===== src/rtl/axi3_rd_arbiter_pkg.sv =====
// Shared types and constants for the AXI3 read-port arbiter.
package axi3_rd_arbiter_pkg;

  // Arbiter FSM encoding, kept as plain constants for legacy tools.
  typedef logic [0:0] arb_state_t;
  localparam arb_state_t ARB_IDLE  = 1'b0;
  localparam arb_state_t ARB_ISSUE = 1'b1;

  // AR request fields captured from the winning master.
  typedef struct packed {
    logic [31:0] addr;
    logic [3:0]  len;
    logic [2:0]  size;
    logic [1:0]  burst;
  } ar_req_t;

  // AXI response codes.
  localparam logic [1:0] RESP_OKAY   = 2'b00;
  localparam logic [1:0] RESP_EXOKAY = 2'b01;
  localparam logic [1:0] RESP_SLVERR = 2'b10;
  localparam logic [1:0] RESP_DECERR = 2'b11;

endpackage


===== src/rtl/axi3_rd_arbiter_rr.sv =====
// Combinational round-robin picker: first requester at or above ptr, wrapping.
module axi3_rd_arbiter_rr #(
  parameter int unsigned N     = 3,
  localparam int unsigned IDX_W = $clog2(N)
) (
  input  logic [N-1:0]     req,
  input  logic [IDX_W-1:0] ptr,
  output logic [N-1:0]     grant,
  output logic [IDX_W-1:0] grant_idx
);

  logic             found;
  logic [IDX_W-1:0] cand;

  // Walk the requesters starting at ptr and keep the first one asserted.
  always_comb begin
    grant     = '0;
    grant_idx = '0;
    found     = 1'b0;
    cand      = '0;
    for (int unsigned k = 0; k < N; k++) begin
      cand = IDX_W'((32'(ptr) + k) % N);
      if (!found && req[cand]) begin
        found       = 1'b1;
        grant[cand] = 1'b1;
        grant_idx   = cand;
      end
    end
  end

endmodule


===== src/rtl/axi3_rd_arbiter.sv =====
// Shares one AXI3 read port among N read masters. AR is arbitrated round-robin
// with ARID carrying the master index; R beats are routed back by RID.
module axi3_rd_arbiter
  import axi3_rd_arbiter_pkg::*;
#(
  parameter int unsigned N_MASTERS  = 3,
  parameter int unsigned ID_WIDTH   = 4,
  parameter int unsigned MAX_OUTST  = 2,
  parameter int unsigned DATA_WIDTH = 32
) (
  input  logic                                 clk,
  input  logic                                 rst_n,
  // Master-facing AR
  input  logic [N_MASTERS-1:0][31:0]           s_araddr,
  input  logic [N_MASTERS-1:0][3:0]            s_arlen,
  input  logic [N_MASTERS-1:0][2:0]            s_arsize,
  input  logic [N_MASTERS-1:0][1:0]            s_arburst,
  input  logic [N_MASTERS-1:0]                 s_arvalid,
  output logic [N_MASTERS-1:0]                 s_arready,
  // Master-facing R
  output logic [N_MASTERS-1:0][DATA_WIDTH-1:0] s_rdata,
  output logic [N_MASTERS-1:0][1:0]            s_rresp,
  output logic [N_MASTERS-1:0]                 s_rlast,
  output logic [N_MASTERS-1:0]                 s_rvalid,
  input  logic [N_MASTERS-1:0]                 s_rready,
  // Interconnect-facing AR
  output logic [31:0]                          m_araddr,
  output logic [3:0]                           m_arlen,
  output logic [2:0]                           m_arsize,
  output logic [1:0]                           m_arburst,
  output logic [ID_WIDTH-1:0]                  m_arid,
  output logic                                 m_arvalid,
  input  logic                                 m_arready,
  // Interconnect-facing R
  input  logic [DATA_WIDTH-1:0]                m_rdata,
  input  logic [1:0]                           m_rresp,
  input  logic                                 m_rlast,
  input  logic [ID_WIDTH-1:0]                  m_rid,
  input  logic                                 m_rvalid,
  output logic                                 m_rready,
  output logic                                 err_rid
);

  localparam int unsigned IDX_W = $clog2(N_MASTERS);
  localparam int unsigned CNT_W = $clog2(MAX_OUTST + 1);
  localparam logic [CNT_W-1:0] CNT_MAX = CNT_W'(MAX_OUTST);

  arb_state_t                      state_q, state_d;
  logic [IDX_W-1:0]                ptr_q, ptr_d;
  logic [IDX_W-1:0]                win_q, win_d;
  ar_req_t                         ar_q, ar_d;
  logic [ID_WIDTH-1:0]             arid_q, arid_d;
  logic [N_MASTERS-1:0][CNT_W-1:0] outst_q, outst_d;
  logic                            err_q;

  logic [N_MASTERS-1:0] eligible;
  logic [N_MASTERS-1:0] grant;
  logic [IDX_W-1:0]     grant_idx;
  logic                 ar_hs;
  logic [IDX_W-1:0]     r_idx;
  logic                 r_mapped;
  logic                 r_done;
  logic [N_MASTERS-1:0] inc_vec, dec_vec;
  logic                 unused_rid_hi;

  // A master with a full outstanding budget is skipped, not blocked.
  always_comb begin
    eligible = '0;
    for (int unsigned i = 0; i < N_MASTERS; i++) begin
      eligible[i] = s_arvalid[i] && (outst_q[i] != CNT_MAX);
    end
  end

  axi3_rd_arbiter_rr #(
    .N (N_MASTERS)
  ) u_rr (
    .req       (eligible),
    .ptr       (ptr_q),
    .grant     (grant),
    .grant_idx (grant_idx)
  );

  // AR FSM: accept from the winner in IDLE, present it downstream in ISSUE.
  always_comb begin
    state_d   = state_q;
    ptr_d     = ptr_q;
    win_d     = win_q;
    ar_d      = ar_q;
    arid_d    = arid_q;
    s_arready = '0;
    ar_hs     = 1'b0;
    case (state_q)
      ARB_IDLE: begin
        // rst_n gate keeps s_arready low while reset is held.
        if (rst_n && (|eligible)) begin
          s_arready = grant;
          win_d     = grant_idx;
          ar_d      = '{addr:  s_araddr[grant_idx],
                        len:   s_arlen[grant_idx],
                        size:  s_arsize[grant_idx],
                        burst: s_arburst[grant_idx]};
          arid_d    = ID_WIDTH'(grant_idx);
          state_d   = ARB_ISSUE;
        end
      end
      ARB_ISSUE: begin
        if (m_arready) begin
          ar_hs   = 1'b1;
          ptr_d   = (win_q == IDX_W'(N_MASTERS - 1)) ? '0 : win_q + 1'b1;
          state_d = ARB_IDLE;
        end
      end
      default: state_d = ARB_IDLE;
    endcase
  end

  // R routing: purely combinational, unmapped IDs are sunk.
  always_comb begin
    r_idx    = m_rid[IDX_W-1:0];
    r_mapped = (32'(r_idx) < N_MASTERS);
    s_rvalid = '0;
    m_rready = 1'b1;
    if (r_mapped) begin
      s_rvalid[r_idx] = m_rvalid;
      m_rready        = s_rready[r_idx];
    end
    r_done = m_rvalid && m_rready && m_rlast && r_mapped;
  end

  assign s_rdata       = {N_MASTERS{m_rdata}};
  assign s_rresp       = {N_MASTERS{m_rresp}};
  assign s_rlast       = {N_MASTERS{m_rlast}};
  assign unused_rid_hi = ^m_rid[ID_WIDTH-1:IDX_W];

  // Outstanding counters: simultaneous issue and completion cancel out.
  always_comb begin
    inc_vec = '0;
    dec_vec = '0;
    outst_d = outst_q;
    for (int unsigned i = 0; i < N_MASTERS; i++) begin
      inc_vec[i] = ar_hs && (win_q == IDX_W'(i));
      dec_vec[i] = r_done && (r_idx == IDX_W'(i));
      if (inc_vec[i] && !dec_vec[i]) begin
        outst_d[i] = outst_q[i] + 1'b1;
      end else if (dec_vec[i] && !inc_vec[i]) begin
        outst_d[i] = outst_q[i] - 1'b1;
      end
    end
  end

  // State registers, cleared asynchronously.
  always_ff @(posedge clk or negedge rst_n) begin
    if (!rst_n) begin
      state_q <= ARB_IDLE;
      ptr_q   <= '0;
      win_q   <= '0;
      ar_q    <= '0;
      arid_q  <= '0;
      outst_q <= '0;
      err_q   <= 1'b0;
    end else begin
      state_q <= state_d;
      ptr_q   <= ptr_d;
      win_q   <= win_d;
      ar_q    <= ar_d;
      arid_q  <= arid_d;
      outst_q <= outst_d;
      if (m_rvalid && !r_mapped) begin
        err_q <= 1'b1;
      end
    end
  end

  assign m_arvalid = (state_q == ARB_ISSUE);
  assign m_araddr  = ar_q.addr;
  assign m_arlen   = ar_q.len;
  assign m_arsize  = ar_q.size;
  assign m_arburst = ar_q.burst;
  assign m_arid    = arid_q;
  assign err_rid   = err_q;

endmodule


===== config.mk =====
export PLATFORM = sky130hd
export DESIGN_NAME = axi3_rd_arbiter
export DESIGN_NICKNAME = d
export VERILOG_FILES = /design/src/rtl/axi3_rd_arbiter_pkg.sv /design/src/rtl/axi3_rd_arbiter_rr.sv /design/src/rtl/axi3_rd_arbiter.sv
export SDC_FILE = /design/constraint.sdc
export NUM_CORES = 1
export LEC_CHECK = 0
export BUFFER_PORTS_ARGS = -buffer_cell sky130_fd_sc_hd__buf_4
export CAP_MARGIN = 20
export CELL_PAD_IN_SITES_DETAIL_PLACEMENT = 0
export CELL_PAD_IN_SITES_GLOBAL_PLACEMENT = 1
export CORE_MARGIN = 4
export CORE_UTILIZATION = 26
export CTS_CLUSTER_SIZE = 24
export DETAILED_ROUTE_END_ITERATION = 7
export PLACE_DENSITY_LB_ADDON = 0.1
export SYNTH_ARGS = -nofsm -noshare
export SYNTH_HDL_FRONTEND = slang
export SYNTH_SLANG_ARGS = --single-unit

===== constraint.sdc =====
create_clock -name clk -period 2.3 [get_ports clk]
set_input_delay 0.69 -clock clk [delete_from_list [all_inputs] [get_ports clk]]
set_output_delay 0.69 -clock clk [all_outputs]
set_load 0.02 [all_outputs]

; Word level (Yosys, flattened, before mapping)
; Index checks and enable logic that the tools add are counted.
[op_classes]
addsub = 9
div_mod_pow = 3
magnitude_cmp = 10
n_eq_ne = 7
n_mux = 48
bitwise_logic = 4
reduce_logical = 43
[ops]
columns = op, count
row1 = $bmux W32 S2, 1
row2 = $mod A32 B2 Y32 const B, 2
row3 = $mod A2 B2 Y32 const B, 1
row4 = $mux W32, 1
row5 = $logic_and A1 B1 Y1, 26
row6 = $mux W2, 11
row7 = $mux W3, 7
row8 = $lt A2 B3 Y1 const B, 5
row9 = $mux W1, 15
row10 = $logic_not A1 Y1, 9
row11 = $add A2 B1 Y2 const B, 4
row12 = $bmux W1 S2, 4
row13 = $bmux W4 S2, 1
row14 = $demux W1 S2, 4
row15 = $ge A2 B1 Y1 const B, 4
row16 = $bmux W3 S2, 1
row17 = $ne A2 B2 Y1 const B, 3
row18 = $or A3 B3 Y3, 2
row19 = $reduce_bool A2 Y1, 3
row20 = $sub A2 B1 Y2 const B, 3
row21 = $bmux W2 S2, 1
row22 = $eq A2 B1 Y1 const B, 2
row23 = $eq A2 B2 Y1 const B, 2
row24 = $logic_not A2 Y1, 2
row25 = 9 further kinds, 10
[totals]
reg_bits = 53
inputBits = 172
out_inout_bits = 159
elab_cells = 135

; Depth between registers and ports, before layout
; Gate-level depths: netlist of run 1.
[depth]
depth_word = 13
mapped_depth = 9
depth_no_buf = 7

; Hierarchy
; A second synthesis of run 1 with hierarchy kept.
[unflattened]
hier_cells = 436
area_unflattened_um2 = 4366.7
[by_module_without_submodules]
columns = module, instances, cells_per_inst, area_each_um2, seq_area_each_um2
row1 = axi3_rd_arbiter, 1, 398, 4100.2, 1326.3
row2 = axi3_rd_arbiter_rr, 1, 38, 266.5, 0.0

; Worst setup path before layout of run 1
; Ideal clock, no wire load.
[synth_path]
path_kind = reg-to-output
startpoint = register ptr_q[0]
endpoint = output port s_arready[0]
t_arrival_ps = 1927
required_time_ps = 1610
path_slack_ps = -317
path_stages_with_launch = 8
path_buffers = 1
path_cell_list = dfrtp_1 > inv_1 > ha_1 > buf_2 > o32a_1 > nor3_1 > o21ai_0 > a31oi_1
[synth_between]
elab_chain_cells = 12
elab_cells_between_ends = 39
cone_classes = add/sub: 2 / div: 3 / order compare: 6 / mux: 19 / bitwise: 2 / reduce/logical: 7
[synth_rtl]
columns = element, line
row1 = "start, declared", axi3_rd_arbiter.sv:49  ; logic [IDX_W-1:0] ptr_q, ptr_d;
row2 = "start signal, assigned", axi3_rd_arbiter.sv:163  ; ptr_q <= ptr_d;
row3 = $add A2 B1 Y3 / $mod A2 B2 Y32 (equally long branches), axi3_rd_arbiter_rr.sv:22  ; cand = IDX_W'((32'(ptr) + k) % N);
row4 = "$mod A32 B2 Y32, or another cell as far along", axi3_rd_arbiter_rr.sv:22
row5 = "$lt A2 B3 Y1 (implied by the code), or another cell as far along", axi3_rd_arbiter_rr.sv:25  ; grant[cand] = 1'b1;
row6 = "$logic_and A1 B1 Y1 (implied by the code), or another cell as far along", axi3_rd_arbiter_rr.sv:25
row7 = "$mux W1 (implied by the code), or another cell as far along", axi3_rd_arbiter_rr.sv:25
row8 = "$demux W1 S2, or another cell as far along", --
row9 = $or A3 B3 Y3 (no source line) / $mux W1 (equally long branches), --
row10 = $mux W3 / $logic_not A1 Y1 (equally long branches), axi3_rd_arbiter_rr.sv:23  ; if (!found && req[cand]) begin
row11 = $or A3 B3 Y3 (no source line) / $logic_and A1 B1 Y1 (equally long branches), --
row12 = $mux W3 *, axi3_rd_arbiter_rr.sv:23
row13 = $mux W3 *, axi3_rd_arbiter.sv:95  ; if (rst_n && (|eligible)) begin
row14 = $mux W3 *, axi3_rd_arbiter.sv:92  ; case (state_q)
row15 = "end, declared", axi3_rd_arbiter.sv:19  ; output logic [N_MASTERS-1:0] s_arready,
; Every way passes the cells marked *; elsewhere a longest branch is shown, timed or not. The select of a mux whose other input is x is not followed.

; Worst setup path in the final report of run 1
[layout_path]
startpoint = register ptr_q[1]
endpoint = output port s_arready[0]
; Same word-level chain as after synthesis.

==> impl_metrics.env, run 1 <==
export IMPL_outcome="complete, but fails checks"
export IMPL_violations="setup timing"
export IMPL_dr_first_iter_drc_count=188
export IMPL_hpwl_um=14100
export IMPL_core_um2=18200
export IMPL_grt_overflow_total=0
export IMPL_ys_seq_elements=53
export IMPL_cp_max_fo=7
export IMPL_synth_most_common_cell="buf_4"
export IMPL_worst_ep_required_time_ns=1.61
export IMPL_cts_hold_buf=0
export IMPL_slew_headroom_pct=48.6
export IMPL_synth_area_um2=4870
export IMPL_p_sw_share_pct=46.8
export IMPL_whs_path_depth=2
export IMPL_antenna_cells=0
export IMPL_drv_slew=0
export IMPL_wl_um=19600
export IMPL_clk_pin_slew_ns=0.07
export IMPL_placed_cell_area_um2=6240
export IMPL_synth_cell_types=49
export IMPL_clockBufferDepth=2
export IMPL_postSynthCellCount=556
export IMPL_whs_ns=0.489
export IMPL_end_kind="output pin"
export IMPL_final_hold_violation_count=0
export IMPL_dp_slack_ns=-0.327
export IMPL_pwr_share_seq_pct=16.6
export IMPL_fin_area_um2=7070
export IMPL_r2r_slack_ns=0.01
export IMPL_grt_pass1_vias=4943
export IMPL_p_sw_mw=4.71
export IMPL_crit_arrival_ns=2.01
export IMPL_crit_family="compound AO/OA/AOI/OAI gates"
export IMPL_ys_warn_count=0
export IMPL_drive_gt1_share_pct=51.3
export IMPL_r2r_start="ptr_q[1]"
export IMPL_hold_path_startpoint="m_araddr[3]"
export IMPL_cap_violations=0
export IMPL_grt_pass1_wl_um=28800
export IMPL_synth_flop_cell="dfrtp_1"
export IMPL_fill_cells=1833
export IMPL_cp_num_buf_inv=1
export IMPL_gp_congestion=0.852
export IMPL_power_density_nw_per_um2=1420
export IMPL_nets=863
export IMPL_fin_crit_ns=2.70
export IMPL_pwr_share_comb_pct=75.3
export IMPL_max_freq_mhz=370
export IMPL_tritoncts="yes"
export IMPL_numCtsBuffers=5
export IMPL_r2r_end="m_araddr[22]"
export IMPL_yosys_top_cells_area="dfrtp_1 27%, buf_4 17%, a2111oi_2 12%"
export IMPL_insertion_delay_ns=0.31
export IMPL_final_setup_viol_count=3
export IMPL_synth_top_area_cell="dfrtp_1"
export IMPL_rsz0062_at_grt="true"
export IMPL_portBuffers=190
export IMPL_postRouteAntennaNets=0
export IMPL_dieArea_um2=21000
export IMPL_worst_pin_slew_ns=0.771
export IMPL_wl_per_cell_um=21.5
export IMPL_power_leakage_nw=2.91
export IMPL_ff2ff_path_depth=9
export IMPL_post_place_cells=895
export IMPL_start_util_pct=26.7
export IMPL_cts_htree_levels=2
export IMPL_intPower_mw=5.36
export IMPL_clock_sinks=53
export IMPL_period_share_pct=118
export IMPL_drtPass1Iterations=4
export IMPL_fin_util_pct=38.8
export IMPL_skew_ns=0.00736
export IMPL_ys_seq_area_share_pct=27.3
export IMPL_synth_avg_cell_area_um2=8.75
export IMPL_total_power_mw=10.1
export IMPL_clockRootBuffer="clkbuf_16"
export IMPL_fin_tns_setup_ns=-1.17
export IMPL_finalNonFillerCells=913
export IMPL_area_delta_synth_final_pct=45.3
export IMPL_cpMaxStageDelayCell="dfrtp_1"
export IMPL_synth_top_area_share_pct=27.3
export IMPL_die_h_um=145
export IMPL_grt_antenna_before_repair=0
export IMPL_worstPathCellList="ha_4 -> nor3b_2 -> nand3_1 -> o22ai_2 -> o21ai_2 -> a31oi_4 -> buf_6"
export IMPL_crit_path_start_kind="flip-flop"
export IMPL_grt_max_degree=54
export IMPL_vias_per_cell=5.09
export IMPL_async_flop_share_pct=100
export IMPL_die_w_um=145
export IMPL_peakVddDrop_uv=537
export IMPL_power_frac_clock_pct=8.0
export IMPL_vias=4647
export IMPL_worstHoldPathType="reg2reg"
export IMPL_io_pins=331
export IMPL_max_stage_delay_ns=0.43
export IMPL_synth_common_cells="109 x buf_4, 53 x dfrtp_1, 50 x nand2_1, 50 x o21ai_0, 46 x nor3b_1"
export IMPL_fp_row_count=49
export IMPL_synth_edff_count=0
export IMPL_timing_final_ws_setup_ns=-0.403
export IMPL_grt_use_total_pct=17.9
export IMPL_holdPathEnd="m_araddr[3]"
export IMPL_remaining_drc_errors=0
export IMPL_path_class="reg2out"
==> cell type report <==
class	instances	area, µm²	share of cell area [%]
Multi-Input combinational cell	349	3120	44.1
Timing Repair Buffer	267	2160	30.6
Sequential cell	53	1330	18.8
Tap cell	229	287	4.05
Clock buffer	7	143	2.02
Inverter	8	30.0	0.425
==> repair_timing <==
item	in CTS	in global routing
gates resized for setup	30	43
gates cloned	2	0
hold endpoints to repair	0	0
setup buffers	7	3
setup endpoints to repair	34	45
pin swaps	19	37
==> worst min-delay path, stage by stage (launching register included) <==
cell and delay, ns:
dfrtp_1 0.35, nand2_1 0.05, o21ai_1 0.06
==> flip-flops by register name, indices dropped and copies added, names as in the netlist <==
register,flops
m_araddr,32
outst_q,6
m_arlen,4
m_arsize,3
m_arburst,2
ptr_q,2
win_q,2
err_rid,1
m_arvalid,1
==> placed cells by master (no fill, tap or decap), types with 10 or more instances in the layout <==
master	Yosys	final
nor3b_1	46	45
a2111oi_2	39	11
nand2_1	50	49
a2111oi_4	1	31
o21ai_0	50	44
buf_4	109	248
a21boi_0	41	41
o21ai_1	41	45
dfrtp_1	53	53
buf_6	4	10
nor2_1	13	12
==> power by group through the flow <==
stage | combinational [mW] | clock (mW) | sequential [mW]
after CTS | 6.83 | 0.848 | 1.68
after floorplan | 3.44 | 0 | 2.12
after global placement | 6.09 | 0 | 1.69
final | 7.58 | 0.809 | 1.67
after global routing | 8.16 | 0.867 | 1.74
after detailed placement | 6.13 | 0 | 1.69
==> worst max path at each step <==
stage,endpoint,cells past startpoint,start,slack [ns]
after detailed placement,s_arready[0],7,s_arvalid[1],-0.33
after floorplan,s_arready[0],7,ptr_q[0],-0.04
final,s_arready[0],7,ptr_q[1],-0.40
after global placement,s_arready[0],7,s_arvalid[1],-0.31
after CTS,s_arready[0],9,ptr_q[0],-0.43
after global routing,s_arready[2],8,ptr_q[0],-0.52
==> metal layers <==
| metal | vias to the layer above | wire length [µm] | GRT usage (%) |
|---|---|---|---|
| li1 | 2154 | - | - |
| met1 | 2249 | 7690 | 21.6 |
| met2 | 211 | 10200 | 31.3 |
| met3 | 33 | 1250 | 3.98 |
| met4 | 0 | 495 | 6.09 |
| met5 | - | 0 | 0 |
==> cell families after synthesis <==
| family | after synthesis | share of synthesized area (%) |
|---|---|---|
| AO/OA/AOI/OAI | 200 | 33.2 |
| XOR/XNOR | 9 | 1.62 |
| adder cells (fa/ha/maj) | 7 | 1.80 |
| buffers and inverters | 155 | 21.2 |
| flip-flops | 53 | 27.3 |
| other | 1 | 0.0771 |
| AND/OR/NAND/NOR | 131 | 14.9 |
No activity file was read; power rests on OpenSTA's default activity.
==> run 2, diff against run 1 <==
--- a/config.mk
+++ b/config.mk
@@ -5,12 +5,14 @@
 export SDC_FILE = /design/constraint.sdc
 export NUM_CORES = 1
 export LEC_CHECK = 0
+export ABC_AREA = 1
+export ABC_CLOCK_PERIOD_IN_PS = 2300
 export BUFFER_PORTS_ARGS = -buffer_cell sky130_fd_sc_hd__buf_4
 export CAP_MARGIN = 20
 export CELL_PAD_IN_SITES_DETAIL_PLACEMENT = 0
 export CELL_PAD_IN_SITES_GLOBAL_PLACEMENT = 1
 export CORE_MARGIN = 4
-export CORE_UTILIZATION = 26
+export CORE_UTILIZATION = 24
 export CTS_CLUSTER_SIZE = 24
 export DETAILED_ROUTE_END_ITERATION = 7
 export PLACE_DENSITY_LB_ADDON = 0.1
==> impl_metrics.env, run 2 <==
export IMPL_grt_antenna_before_repair=0
export IMPL_crit_arrival_ns=1.93
export IMPL_mostFrequentLayoutCells="221 x buf_4, 152 x nand2_1, 80 x nand3_1"
export IMPL_fill_cells=1931
export IMPL_synth_common_cells="189 x nand2_1, 117 x nand3_1, 112 x buf_4"
export IMPL_power_leakage_nw=3.52
export IMPL_insertion_delay_ns=0.31
export IMPL_postRouteAntennaNets=0
export IMPL_largest_reg_flops=32
export IMPL_drv_slew=0
export IMPL_whs_path_depth=1
export IMPL_synth_flop_cell="dfrtp_1"
export IMPL_final_common_cell="buf_4"
export IMPL_drtPass1Iterations=4
export IMPL_clockRootBuffer="clkbuf_16"
export IMPL_wl_um=17400
export IMPL_path_class="reg2out"
export IMPL_async_flop_share_pct=100
export IMPL_clock_sinks=53
export IMPL_clk_pin_slew_ns=0.08
export IMPL_synth_area_um2=4450
export IMPL_remaining_drc_errors=0
export IMPL_clockBufferDepth=2
export IMPL_fin_area_um2=6650
export IMPL_ys_seq_area_share_pct=29.8
export IMPL_slew_headroom_pct=47.3
export IMPL_worstHoldPathType="reg2reg"
export IMPL_ys_seq_elements=53
export IMPL_antenna_cells=0
export IMPL_final_hold_violation_count=0
export IMPL_wl_per_cell_um=17.2
export IMPL_grt_use_total_pct=14.9
export IMPL_drive_gt1_share_pct=49.7
export IMPL_worst_pin_slew_ns=0.790
export IMPL_period_share_pct=114
export IMPL_dr_first_iter_drc_count=123
export IMPL_fin_util_pct=36.8
export IMPL_cap_violations=0
export IMPL_core_um2=18100
export IMPL_max_freq_mhz=382
export IMPL_yosys_top_cells_area="dfrtp_1 30%, buf_4 19%, nand2_1 16%"
export IMPL_worst_ep_required_time_ns=1.61
export IMPL_synth_most_common_cell="nand2_1"
export IMPL_io_pins=331
export IMPL_ys_warn_count=0
export IMPL_area_delta_synth_final_pct=49.5
export IMPL_die_w_um=144
export IMPL_tritoncts="yes"
export IMPL_grt_pass1_wl_um=24200
export IMPL_synth_avg_cell_area_um2=6.79
export IMPL_hpwl_um=11100
export IMPL_grt_max_degree=54
export IMPL_end_kind="output pin"
export IMPL_portBuffers=190
export IMPL_gp_congestion=0.783
export IMPL_vias=4455
export IMPL_synth_edff_count=0
export IMPL_violations="setup timing"
export IMPL_fin_crit_ns=2.62
export IMPL_nets=959
export IMPL_outcome="complete, but fails checks"
export IMPL_grt_overflow_total=0
export IMPL_ff2ff_path_depth=17
export IMPL_start_util_pct=24.6
export IMPL_final_setup_viol_count=44
export IMPL_grt_pass1_vias=4536
export IMPL_synth_cell_types=29
export IMPL_timing_final_ws_setup_ns=-0.320
export IMPL_rsz0062_at_grt="true"
export IMPL_die_h_um=144
export IMPL_whs_ns=0.471
export IMPL_skew_ns=0.00838
export IMPL_synth_top_area_share_pct=29.8
export IMPL_vias_per_cell=4.41
export IMPL_dieArea_um2=20800
export IMPL_power_density_nw_per_um2=2160
export IMPL_cp_max_fo=7
export IMPL_cts_htree_levels=2
export IMPL_dp_slack_ns=-0.211
export IMPL_crit_path_start_kind="flip-flop"
export IMPL_peakVddDrop_uv=853
export IMPL_numCtsBuffers=5
export IMPL_synth_top_area_cell="dfrtp_1"
export IMPL_placed_cell_area_um2=5540
export IMPL_fp_row_count=49
export IMPL_postSynthCellCount=656
run 2: changes by cell type after synthesis, sizes merged, moves of 16 or more:
cell and change:
a2111oi -42, a21boi -40, a21oi +24, clkbuf -16, inv +53, nand2 +144, nand3 +112, nor3b -46
o21ai -84
run 2: layout make-up:
cell class / count / area [µm²] / share of cell area, %
Tap cell: 229 / 287 / 4.31
Inverter: 61 / 231 / 3.48
Timing Repair Buffer: 255 / 2290 / 34.5
Clock buffer: 5 / 125 / 1.88
Clock inverter: 3 / 21.3 / 0.320
Sequential cell: 53 / 1330 / 20.0
Multi-Input combinational cell: 404 / 2370 / 35.6
run 2: cells by family after synthesis:
family,count (synthesis),synth area share (%)
DFF,53,29.8
AOI/OAI and AO/OA,41,5.82
xor gates and xnor gates,6,1.18
and+or+nand+nor,347,33.9
other,1,0.0842
adders and majority gates,7,1.97
buffers and inverters,201,27.3
run 2: critical path, stage by stage (launching register included):
cell and delay [ns]:
dfrtp_2 0.41, inv_2 0.06, ha_4 0.17, inv_2 0.08
nand3_2 0.12, nand3_4 0.13, nand2_4 0.08, nand2_1 0.06
nand2_1 0.18, a21oi_4 0.20, buf_6 0.13
run 2: worst paths after layout:
kind / slack [ns] / start / endpoint
setup / recovery: -0.32 / ptr_q[1] / s_arready[1]
hold / removal: 0.47 / outst_q[1] / outst_q[1]
setup reg to reg: -0.17 / ptr_q[0] / m_araddr[14]
hold reg to reg: 0.47 / outst_q[1] / outst_q[1]
max in group asynchronous: 1.14 / rst_n / ptr_q[1]
min in group asynchronous: 0.55 / rst_n / m_araddr[30]
run 2: power by group:
group | internal [mW] | switching (mW)
clock | 0.408 | 0.416
combinational | 5.53 | 6.30
sequential | 1.41 | 0.297
total | 7.35 | 7.02
run 2: through the flow:
| step | total power [mW] | instances | TNS (ns) |
|---|---|---|---|
| after floorplan | 6.76 | 657 | 0 |
| after global placement | 9.15 | 968 | -3.49 |
| after detailed placement | 9.17 | 968 | -4.08 |
| after CTS | 11.5 | 992 | -1.58 |
| after global routing | 15.5 | 1010 | -11.13 |
| final | 14.4 | 1010 | -5.47 |
run 2: repair_timing:
action,in CTS,in global routing
hold buffers,0,0
gates resized for setup,42,87
gates cloned,5,9
endpoints found under the setup margin,14,46
pin swaps,25,26
buffers inserted,17,13
run 2: metal layers:
layer	GRT usage (%)	wire length (µm)	vias up
li1	-	-	2209
met1	18.6	7430	2051
met2	25.5	8460	160
met3	3.47	1190	35
met4	4.57	314	0
met5	0	0	-
